===== src/rtl/vp_pkg.sv =====
// Shared definitions for the vector-processor instruction sequencer:
// instruction word layout, opcode values, FSM states and hold-time lookup.
package vp_pkg;

  localparam int INSTR_W = 13;

  localparam logic [1:0] OP_LOAD  = 2'b00;
  localparam logic [1:0] OP_STORE = 2'b01;
  localparam logic [1:0] OP_ADD   = 2'b10;
  localparam logic [1:0] OP_MUL   = 2'b11;

  // Field positions inside an instruction word
  localparam int OPC_HI  = 12;
  localparam int OPC_LO  = 11;
  localparam int REG_HI  = 10;
  localparam int REG_LO  = 9;
  localparam int ADDR_HI = 8;
  localparam int ADDR_LO = 0;

  typedef enum logic [1:0] {
    ST_IDLE  = 2'd0,
    ST_ISSUE = 2'd1,
    ST_HOLD  = 2'd2,
    ST_DONE  = 2'd3
  } seq_state_t;

  // Number of cycles an instruction with opcode opc stays on the bus
  function automatic int hold_cycles(input logic [1:0] opc,
                                     input int load_cyc,
                                     input int store_cyc,
                                     input int alu_cyc);
    case (opc)
      OP_LOAD:        return load_cyc;
      OP_STORE:       return store_cyc;
      OP_ADD, OP_MUL: return alu_cyc;
      default:        return alu_cyc;
    endcase
  endfunction

endpackage


===== src/rtl/vp_prog_buffer.sv =====
// Program buffer: DEPTH instruction words, synchronous write, asynchronous
// read so the sequencer can register the word in the same cycle it decides
// to issue it.
module vp_prog_buffer
  import vp_pkg::*;
#(
  parameter int DEPTH = 32,
  parameter int AW    = 5
) (
  input  logic               clk,
  input  logic               we,
  input  logic [AW-1:0]      waddr,
  input  logic [INSTR_W-1:0] wdata,
  input  logic [AW-1:0]      raddr,
  output logic [INSTR_W-1:0] rdata
);

  logic [INSTR_W-1:0] mem [DEPTH];

  // Write port; contents intentionally survive reset
  always_ff @(posedge clk) begin
    if (we) begin
      mem[waddr] <= wdata;
    end
  end

  assign rdata = mem[raddr];

endmodule


===== src/rtl/vp_instr_sequencer.sv =====
// Instruction sequencer: runs a stored program onto the processor's
// instruction bus, holding each word for an opcode-dependent number of
// cycles with no gaps between consecutive words.
module vp_instr_sequencer
  import vp_pkg::*;
#(
  parameter int DEPTH     = 32,
  parameter int AW        = 5,
  parameter int LOAD_CYC  = 3,
  parameter int STORE_CYC = 2,
  parameter int ALU_CYC   = 3
) (
  input  logic               clk,
  input  logic               reset,
  input  logic               prog_we,
  input  logic [AW-1:0]      prog_addr,
  input  logic [INSTR_W-1:0] prog_data,
  input  logic [AW:0]        prog_len,
  input  logic               start,
  input  logic               halt,
  output logic [INSTR_W-1:0] instruction,
  output logic               instr_valid,
  output logic               busy,
  output logic               done,
  output logic               halted,
  output logic               prog_err,
  output logic [AW-1:0]      pc
);

  localparam int MAX_LS = (LOAD_CYC > STORE_CYC) ? LOAD_CYC : STORE_CYC;
  localparam int MAX_W  = (MAX_LS > ALU_CYC) ? MAX_LS : ALU_CYC;
  localparam int CW     = $clog2(MAX_W) + 1;
  localparam logic [AW:0] LEN_MAX = (AW+1)'(DEPTH);

  seq_state_t         state_reg, state_next;
  logic [AW-1:0]      pc_reg;
  logic [AW:0]        len_reg;
  logic [CW-1:0]      cnt_reg;
  logic [INSTR_W-1:0] instr_reg;
  logic               valid_reg, busy_reg, done_reg, halted_reg, prog_err_reg;
  logic               halt_pend_reg;

  logic               run_active, busy_next, is_last, stop_req;
  logic               issue, capture_len;
  logic [AW-1:0]      rd_addr;
  logic [INSTR_W-1:0] rd_data;
  logic [AW:0]        len_clamped, len_m1;
  logic [CW-1:0]      hold_load;

  assign run_active  = (state_reg == ST_ISSUE) || (state_reg == ST_HOLD);
  assign busy_next   = (state_next == ST_ISSUE) || (state_next == ST_HOLD);
  assign len_clamped = (prog_len > LEN_MAX) ? LEN_MAX : prog_len;
  assign len_m1      = len_reg - 1'b1;
  assign is_last     = ({1'b0, pc_reg} == len_m1);
  // A halt seen on the final cycle of an instruction takes effect at once
  assign stop_req    = halt_pend_reg | halt;
  assign hold_load   = CW'(hold_cycles(rd_data[OPC_HI:OPC_LO],
                                       LOAD_CYC, STORE_CYC, ALU_CYC) - 1);

  vp_prog_buffer #(
    .DEPTH (DEPTH),
    .AW    (AW)
  ) u_buf (
    .clk   (clk),
    .we    (prog_we && !run_active),
    .waddr (prog_addr),
    .wdata (prog_data),
    .raddr (rd_addr),
    .rdata (rd_data)
  );

  // Next-state decision; "issue" loads the next word onto the bus so it
  // appears directly after the previous word's last hold cycle
  always_comb begin
    state_next  = state_reg;
    issue       = 1'b0;
    capture_len = 1'b0;
    rd_addr     = '0;
    case (state_reg)
      ST_IDLE: begin
        if (start) begin
          capture_len = 1'b1;
          if (len_clamped != '0) begin
            issue      = 1'b1;
            state_next = ST_ISSUE;
          end else begin
            state_next = ST_DONE;
          end
        end
      end
      ST_ISSUE, ST_HOLD: begin
        if (cnt_reg == '0) begin
          if (is_last || stop_req) begin
            state_next = ST_DONE;
          end else begin
            issue      = 1'b1;
            rd_addr    = pc_reg + 1'b1;
            state_next = ST_ISSUE;
          end
        end else begin
          state_next = ST_HOLD;
        end
      end
      ST_DONE: state_next = ST_IDLE;
      default: state_next = ST_IDLE;
    endcase
  end

  // State, counters and all output registers
  always_ff @(posedge clk) begin
    if (reset) begin
      state_reg     <= ST_IDLE;
      pc_reg        <= '0;
      len_reg       <= '0;
      cnt_reg       <= '0;
      instr_reg     <= '0;
      valid_reg     <= 1'b0;
      busy_reg      <= 1'b0;
      done_reg      <= 1'b0;
      halted_reg    <= 1'b0;
      prog_err_reg  <= 1'b0;
      halt_pend_reg <= 1'b0;
    end else begin
      state_reg     <= state_next;
      busy_reg      <= busy_next;
      done_reg      <= (state_next == ST_DONE);
      halted_reg    <= (state_next == ST_DONE) && run_active && stop_req;
      prog_err_reg  <= prog_we && run_active;
      halt_pend_reg <= busy_next ? (halt_pend_reg | (run_active & halt)) : 1'b0;
      if (capture_len) begin
        len_reg <= len_clamped;
      end
      if (issue) begin
        instr_reg <= rd_data;
        valid_reg <= 1'b1;
        pc_reg    <= rd_addr;
        cnt_reg   <= hold_load;
      end else begin
        if (run_active && cnt_reg != '0) begin
          cnt_reg <= cnt_reg - 1'b1;
        end
        if (state_next == ST_DONE) begin
          valid_reg <= 1'b0;
        end
      end
    end
  end

  assign instruction = instr_reg;
  assign instr_valid = valid_reg;
  assign busy        = busy_reg;
  assign done        = done_reg;
  assign halted      = halted_reg;
  assign prog_err    = prog_err_reg;
  assign pc          = pc_reg;

endmodule

===== config.mk =====
export PLATFORM = sky130hd
export DESIGN_NAME = vp_instr_sequencer
export DESIGN_NICKNAME = d
export VERILOG_FILES = /design/src/rtl/vp_pkg.sv /design/src/rtl/vp_prog_buffer.sv /design/src/rtl/vp_instr_sequencer.sv
export SDC_FILE = /design/constraint.sdc
export NUM_CORES = 1
export LEC_CHECK = 0
export ABC_AREA = 1
export CELL_PAD_IN_SITES_DETAIL_PLACEMENT = 0
export CELL_PAD_IN_SITES_GLOBAL_PLACEMENT = 1
export CORE_MARGIN = 1
export CORE_UTILIZATION = 46
export DETAILED_ROUTE_END_ITERATION = 16
export PLACE_DENSITY_LB_ADDON = 0.3
export SLEW_MARGIN = 20
export SYNTH_ARGS = -nofsm -noshare
export SYNTH_HDL_FRONTEND = slang
export SYNTH_SLANG_ARGS = --single-unit

===== constraint.sdc =====
create_clock -name clk -period 5.1 [get_ports clk]
set_input_delay 1.275 -clock clk [delete_from_list [all_inputs] [get_ports clk]]
set_output_delay 1.275 -clock clk [all_outputs]
set_load 0.03 [all_outputs]

### Word-level counts from Yosys, hierarchy flattened

Memory sizes are Yosys's and may differ from the RTL's.
Cells that the tools add are included.

| word-level totals | value |
|---|---|
| logic and storage cells | 73 |
| register bits after elaboration | 35 |
| input bits | 29 |
| memories | 1 |
| output and inout port bits | 23 |
| RAM bits | 416 |
| ROM bits | 0 |
| latch bits | 0 |

Memories:

| memory | words | width | read ports | clocked after Yosys merged registers in | wr ports | line | source |
|---|---|---|---|---|---|---|---|
| u_buf.mem | 32 | 13 | 1 | 0 | 1 | vp_prog_buffer.sv:18 | `logic [INSTR_W-1:0] mem [DEPTH];` |

| operators by class | value |
|---|---|
| div/mod/pow operators | 0 |
| shifts and indexed selects | 0 |
| $lt $le $gt $ge | 1 |
| bitwise logic cells | 4 |
| equality and inequality tests | 10 |
| multiplexer cells | 23 |
| reductions and logical operators | 19 |
| add/subtract/negate cells | 4 |
| multipliers | 0 |

Operator list:

| cell | number |
|---|---|
| $mux 5 | 3 |
| $eq 2x2->1 const B | 6 |
| $mux 1 | 10 |
| $mux 2 | 4 |
| $eq 2x1->1 const B | 3 |
| $eq 5x6->1 | 1 |
| $gt 6x6->1 const B | 1 |
| $mux 3 | 2 |
| $mux 6 | 1 |
| $pmux 2 s3 | 1 |
| $pmux 3 s2 | 1 |
| $reduce_bool 6->1 | 1 |
| $sub 6x1->6 const B | 1 |
| $add 5x1->5 const B | 1 |
| $logic_and 1x1->1 | 5 |
| $logic_not 2->1 | 2 |
| $reduce_bool 2->1 | 2 |
| $reduce_or 2->1 | 2 |
| $logic_not 3->1 | 1 |
| $logic_or 1x1->1 | 3 |
| $reduce_bool 3->1 | 1 |
| $reduce_or 3->1 | 1 |
| $sub 3x1->3 const B | 1 |
| $sub 3x2->3 const B | 1 |
| 5 further kinds | 6 |

### Longest topological paths before layout

An unclocked memory read counts as a cell.

| depth | value |
|---|---|
| depth after elaboration | 12 |
| depth in mapped cells | 22 |
| gate-level depth less buffers | 21 |

### By module

A second synthesis with hierarchy kept.

| second synthesis, totals | value |
|---|---|
| cell total of the unflattened synthesis | 1701 |
| area, all modules | 18706.7 sq um |

Modules (own cells, without submodules):

| module | instances | cells an instance | sequential area each (sq um) | area each (sq um) |
|---|---|---|---|---|
| vp_prog_buffer | 1 | 1453 | 12492.0 | 16879.9 |
| vp_instr_sequencer | 1 | 248 | 700.7 | 1826.8 |

### Worst setup path after synthesis

Ideal clock, no wire load.

| timing | value |
|---|---|
| path kind | input-to-reg |
| start point | input halt |
| end point | register instr_reg[5], in the netlist instruction[5] |
| stages | 14 |
| data required time | 4.990 ns |
| path slack | 2.164 ns |
| buffers on the path | 2 |
| data arrival time | 2.826 ns |
| cells stage by stage | nor2_1 nand2_1 inv_1 nand4_2 inv_2 buf_2 buf_2 nand3_1 nand3_1 nand2_1 nand2_1 nand3_1 nand2_1 inv_1 |

| between the ends | value |
|---|---|
| longest elaborated chain between the ends | 6 |
| elaborated cells on any way between the ends | 9 |

Ends and longest elaborated chain:

| element | line | source |
|---|---|---|
| start, declared | vp_instr_sequencer.sv:20 | `input logic halt,` |
| $or 1x1->1 * | vp_instr_sequencer.sv:56 | `assign stop_req = halt_pend_reg \| halt;` |
| $logic_or 1x1->1 * | vp_instr_sequencer.sv:93 | `if (is_last \|\| stop_req) begin` |
| $mux 5 | vp_instr_sequencer.sv:93 |  |
| $mux 5 | vp_instr_sequencer.sv:92 | `if (cnt_reg == '0) begin` |
| $mux 5 | vp_instr_sequencer.sv:79 | `case (state_reg)` |
| $mem_v2 32x13 | - |  |
| end signal, assigned | vp_instr_sequencer.sv:134 | `instr_reg <= rd_data;` |
| end, declared | vp_instr_sequencer.sv:39 | `logic [INSTR_W-1:0] instr_reg;` |

Mark *: on every way between the ends. The rest lies on a longest branch, timed or not.
A chain may end at the register's enable or synchronous reset.

### Final worst setup path

| timing | value |
|---|---|
| start point | input halt |
| end point | register instr_reg[1], in the netlist instruction[1] |

Same word-level chain as after synthesis.

==> results.cfg <==
[finish]
fin_nets = 1552
largest_reg_flops = 416
area_growth_pct = 14.5
mostFrequentLayoutCell = edfxtp_1
final_cell_mix = edfxtp_1 (416), nand3_1 (202), nand2_1 (163)
fill_cells = 3288
drive_gt1_frac = 0.119
final_util = 0.540

[power_and_ir_drop]
intPower_mw = 6.46
seq_power_share = 0.479
combPwrFrac = 0.137
power_leakage_nw = 7.35
switching_share = 0.258
peakVddDrop_uv = 265
p_per_area_nw_per_um2 = 413
power.share.clock = 0.383
power_switching_mw = 2.25
power.total_mw = 8.71

[global_routing]
grt_first_pass_wirelength_um = 71300
grt_pass1_vias = 11300
grt_max_degree = 77
antenna_found_initial = 0
grt_overflow = 0
grt.total_usage = 0.235

[sta]
skew_ps = 17.6
slew_violations = 0
hold_slack_ps = 478
finalSetupViolCount = 0
max_freq_ghz = 0.265
setup_tns_ps = 0
relSlewSlack = 0.507
finalHoldViolations = 0
worst_pin_slew_ps = 737
post-route-min-period_ps = 3770
rsz0062_at_grt = no
min_period_over_period = 0.739

[route]
wl_um = 47300
drt-initial-drc-count = 1234
antenna_left = 0
avgRoutedWirePerCell_um = 22.9
dr.pass1.iters = 8
drc = 0
vias = 11900
viasPerCell = 5.76

[critical_path]
start_kind = input pin
worst_ep_arrival_time_ps = 4230
path_cells = clkdlybuf4s50_1 -> nor2_1 -> nand2_1 -> inv_1 -> nand4_4 -> buf_4 -> or2_2 -> o211ai_1 -> nand3_1 -> nand3_1 -> nand2_1 -> nand2_1 -> nand3_1 -> nand2_1 -> inv_1
critPathSlowestCell = buf_4
cpPeakStageDelay_ps = 430
cp-end-kind = flop
critPathRequiredTime_ps = 5560
rr_worst_depth = 21
r2r_slack_ps = 1740
path_common_cell = nand2_1
critical_path.top_delay_family = simple AND/OR/NAND/NOR gates
crit_type = input pin to flop
rr_endpoint = cnt_reg[1]
r2r-start = len_reg[0]
worst-path-max-fanout = 45
cp.buffers_inverters = 4

[floorplan]
die_h_um = 202
dieWidth_um = 202
io_pins = 52
coreArea_um2 = 39100
initial_core_util = 0.471
rows = 72
dieArea_um2 = 40900

[min_path]
hold_class = flop to flop
hp-start = instr_valid
hold_depth = 2
whs_endpoint = instr_valid

[synthesis]
yosys.cell_types.count = 34
synth-xor-area-share = 0.00190
postSynthCellCount = 1441
yosys.area_share.adder = 0.00543
ys_warn_count = 0
ys_seq_area_frac = 0.716
synth_mux_area_frac = 0
synth_compound_area_frac = 0.101
synthSimpleGateAreaFrac = 0.132
syn-num-nets = 1478
ys_ff_latch = 451
synth_area_um2 = 18400
synth_top_family_by_area = simple AND/OR/NAND/NOR gates
synth_area_per_cell_um2 = 12.8

[placed_design]
hpwl_um = 26700
gp_congestion = 0.793
io_buffers = 51

[clock_network]
h-tree-depth = 2
clockBufferDepth = 3
cts_tree = built
clk-insertion-delay-late_ps = 570
clock_sinks = 451
cts-resized-gates = 0
clockRootBuffer = clkbuf_16
cts_buffers = 47
holdBufCountCts = 0
clk_pin_slew_ps = 60
cts_setup_buffers = 0

[run_status]
status = complete, no violations

[flow_run]
max_cap_viol_count = 0
[worst min-delay path, stage by stage (launching register included)]
cell and delay [ps]:
dfxtp_1 310, nand2_1 60, a21oi_1 60
[how the worst max path moves through the flow]
stage / depth (start not counted) / start / to / slack [ps]
floorplan: 14 / halt / instruction[5] / 2160
global placement: 15 / halt / instruction[1] / 760
detailed placement: 15 / halt / instruction[1] / 780
CTS: 15 / halt / instruction[1] / 1360
global route: 15 / halt / instruction[1] / 1110
finish: 15 / halt / instruction[1] / 1330
[cell usage after synthesis]
cell type | number | area (µm²)
buf_4 | 10 | 75.1
or2_2 | 23 | 144
inv_1 | 84 | 315
nand4_1 | 2 | 12.5
nand4_4 | 2 | 42.5
o21ai_1 | 33 | 165
nor4_1 | 1 | 6.26
nor2_1 | 136 | 510
o221ai_1 | 88 | 771
or2_0 | 1 | 6.26
nand3_1 | 202 | 1010
nor3_1 | 2 | 10.0
o21ai_0 | 50 | 250
a211oi_1 | 4 | 30.0
inv_2 | 5 | 18.8
buf_2 | 42 | 210
a21oi_1 | 18 | 90.1
nor2_4 | 1 | 11.3
nor2_2 | 3 | 18.8
o211ai_2 | 8 | 100
clkbuf_1 | 26 | 97.6
nand3_4 | 1 | 17.5
ha_1 | 8 | 100
o21a_1 | 33 | 248
nand2_1 | 163 | 612
buf_6 | 8 | 90.1
a22oi_1 | 1 | 7.51
xor2_1 | 4 | 35.0
edfxtp_1 | 416 | 12500
buf_1 | 3 | 11.3
nand2_4 | 1 | 11.3
dfxtp_1 | 35 | 701
o211ai_1 | 26 | 195
nand4_2 | 1 | 12.5
[final cells by class]
type,instances,area [µm²],area share
clock inverters,26,253,0.0120
multi-input cells,812,4430,0.210
clock buffers,56,1230,0.0583
repair buffers,114,1010,0.0478
inverters,89,335,0.0159
well taps,518,648,0.0307
diodes,1,2.50,0.000119
flip-flops and latches,451,13200,0.625
[per-layer routing]
metal	GRT usage	up-vias	routed length, µm
met3	0.0406	72	4130
li1	-	5477	-
met1	0.342	5831	20600
met4	0.0730	0	1020
met2	0.360	518	21500
met5	0	-	0
[cell families (layout without fill, tap and decap cells)]
| kind of cell | Yosys count | after routing |
|---|---|---|
| buf+inv | 178 | 285 |
| fa+ha+maj | 8 | 8 |
| xor+xnor | 4 | 4 |
| other cells | 0 | 1 |
| flops | 451 | 451 |
| simple gates | 539 | 539 |
| compound gates | 261 | 261 |
[power by group through the flow]
stage | Clock, mW | Combinational, mW | Sequential, mW
detailed placement | 0 | 1.20 | 4.25
floorplan | 0 | 0.759 | 4.29
global placement | 0 | 1.19 | 4.25
global route | 3.53 | 1.33 | 4.18
CTS | 3.38 | 1.21 | 4.17
finish | 3.34 | 1.20 | 4.17
[per-stage QoR]
step                      std cells  worst slack [ps]  instance area [µm²]
final                          2067              1330                21100
after floorplan                1441              2160                18400
after CTS                      2066              1360                21100
after detailed placement       1984               783                19600
after global routing           2066              1110                21100
after global placement         1984               761                19600
(Power assumes the default switching activity.)
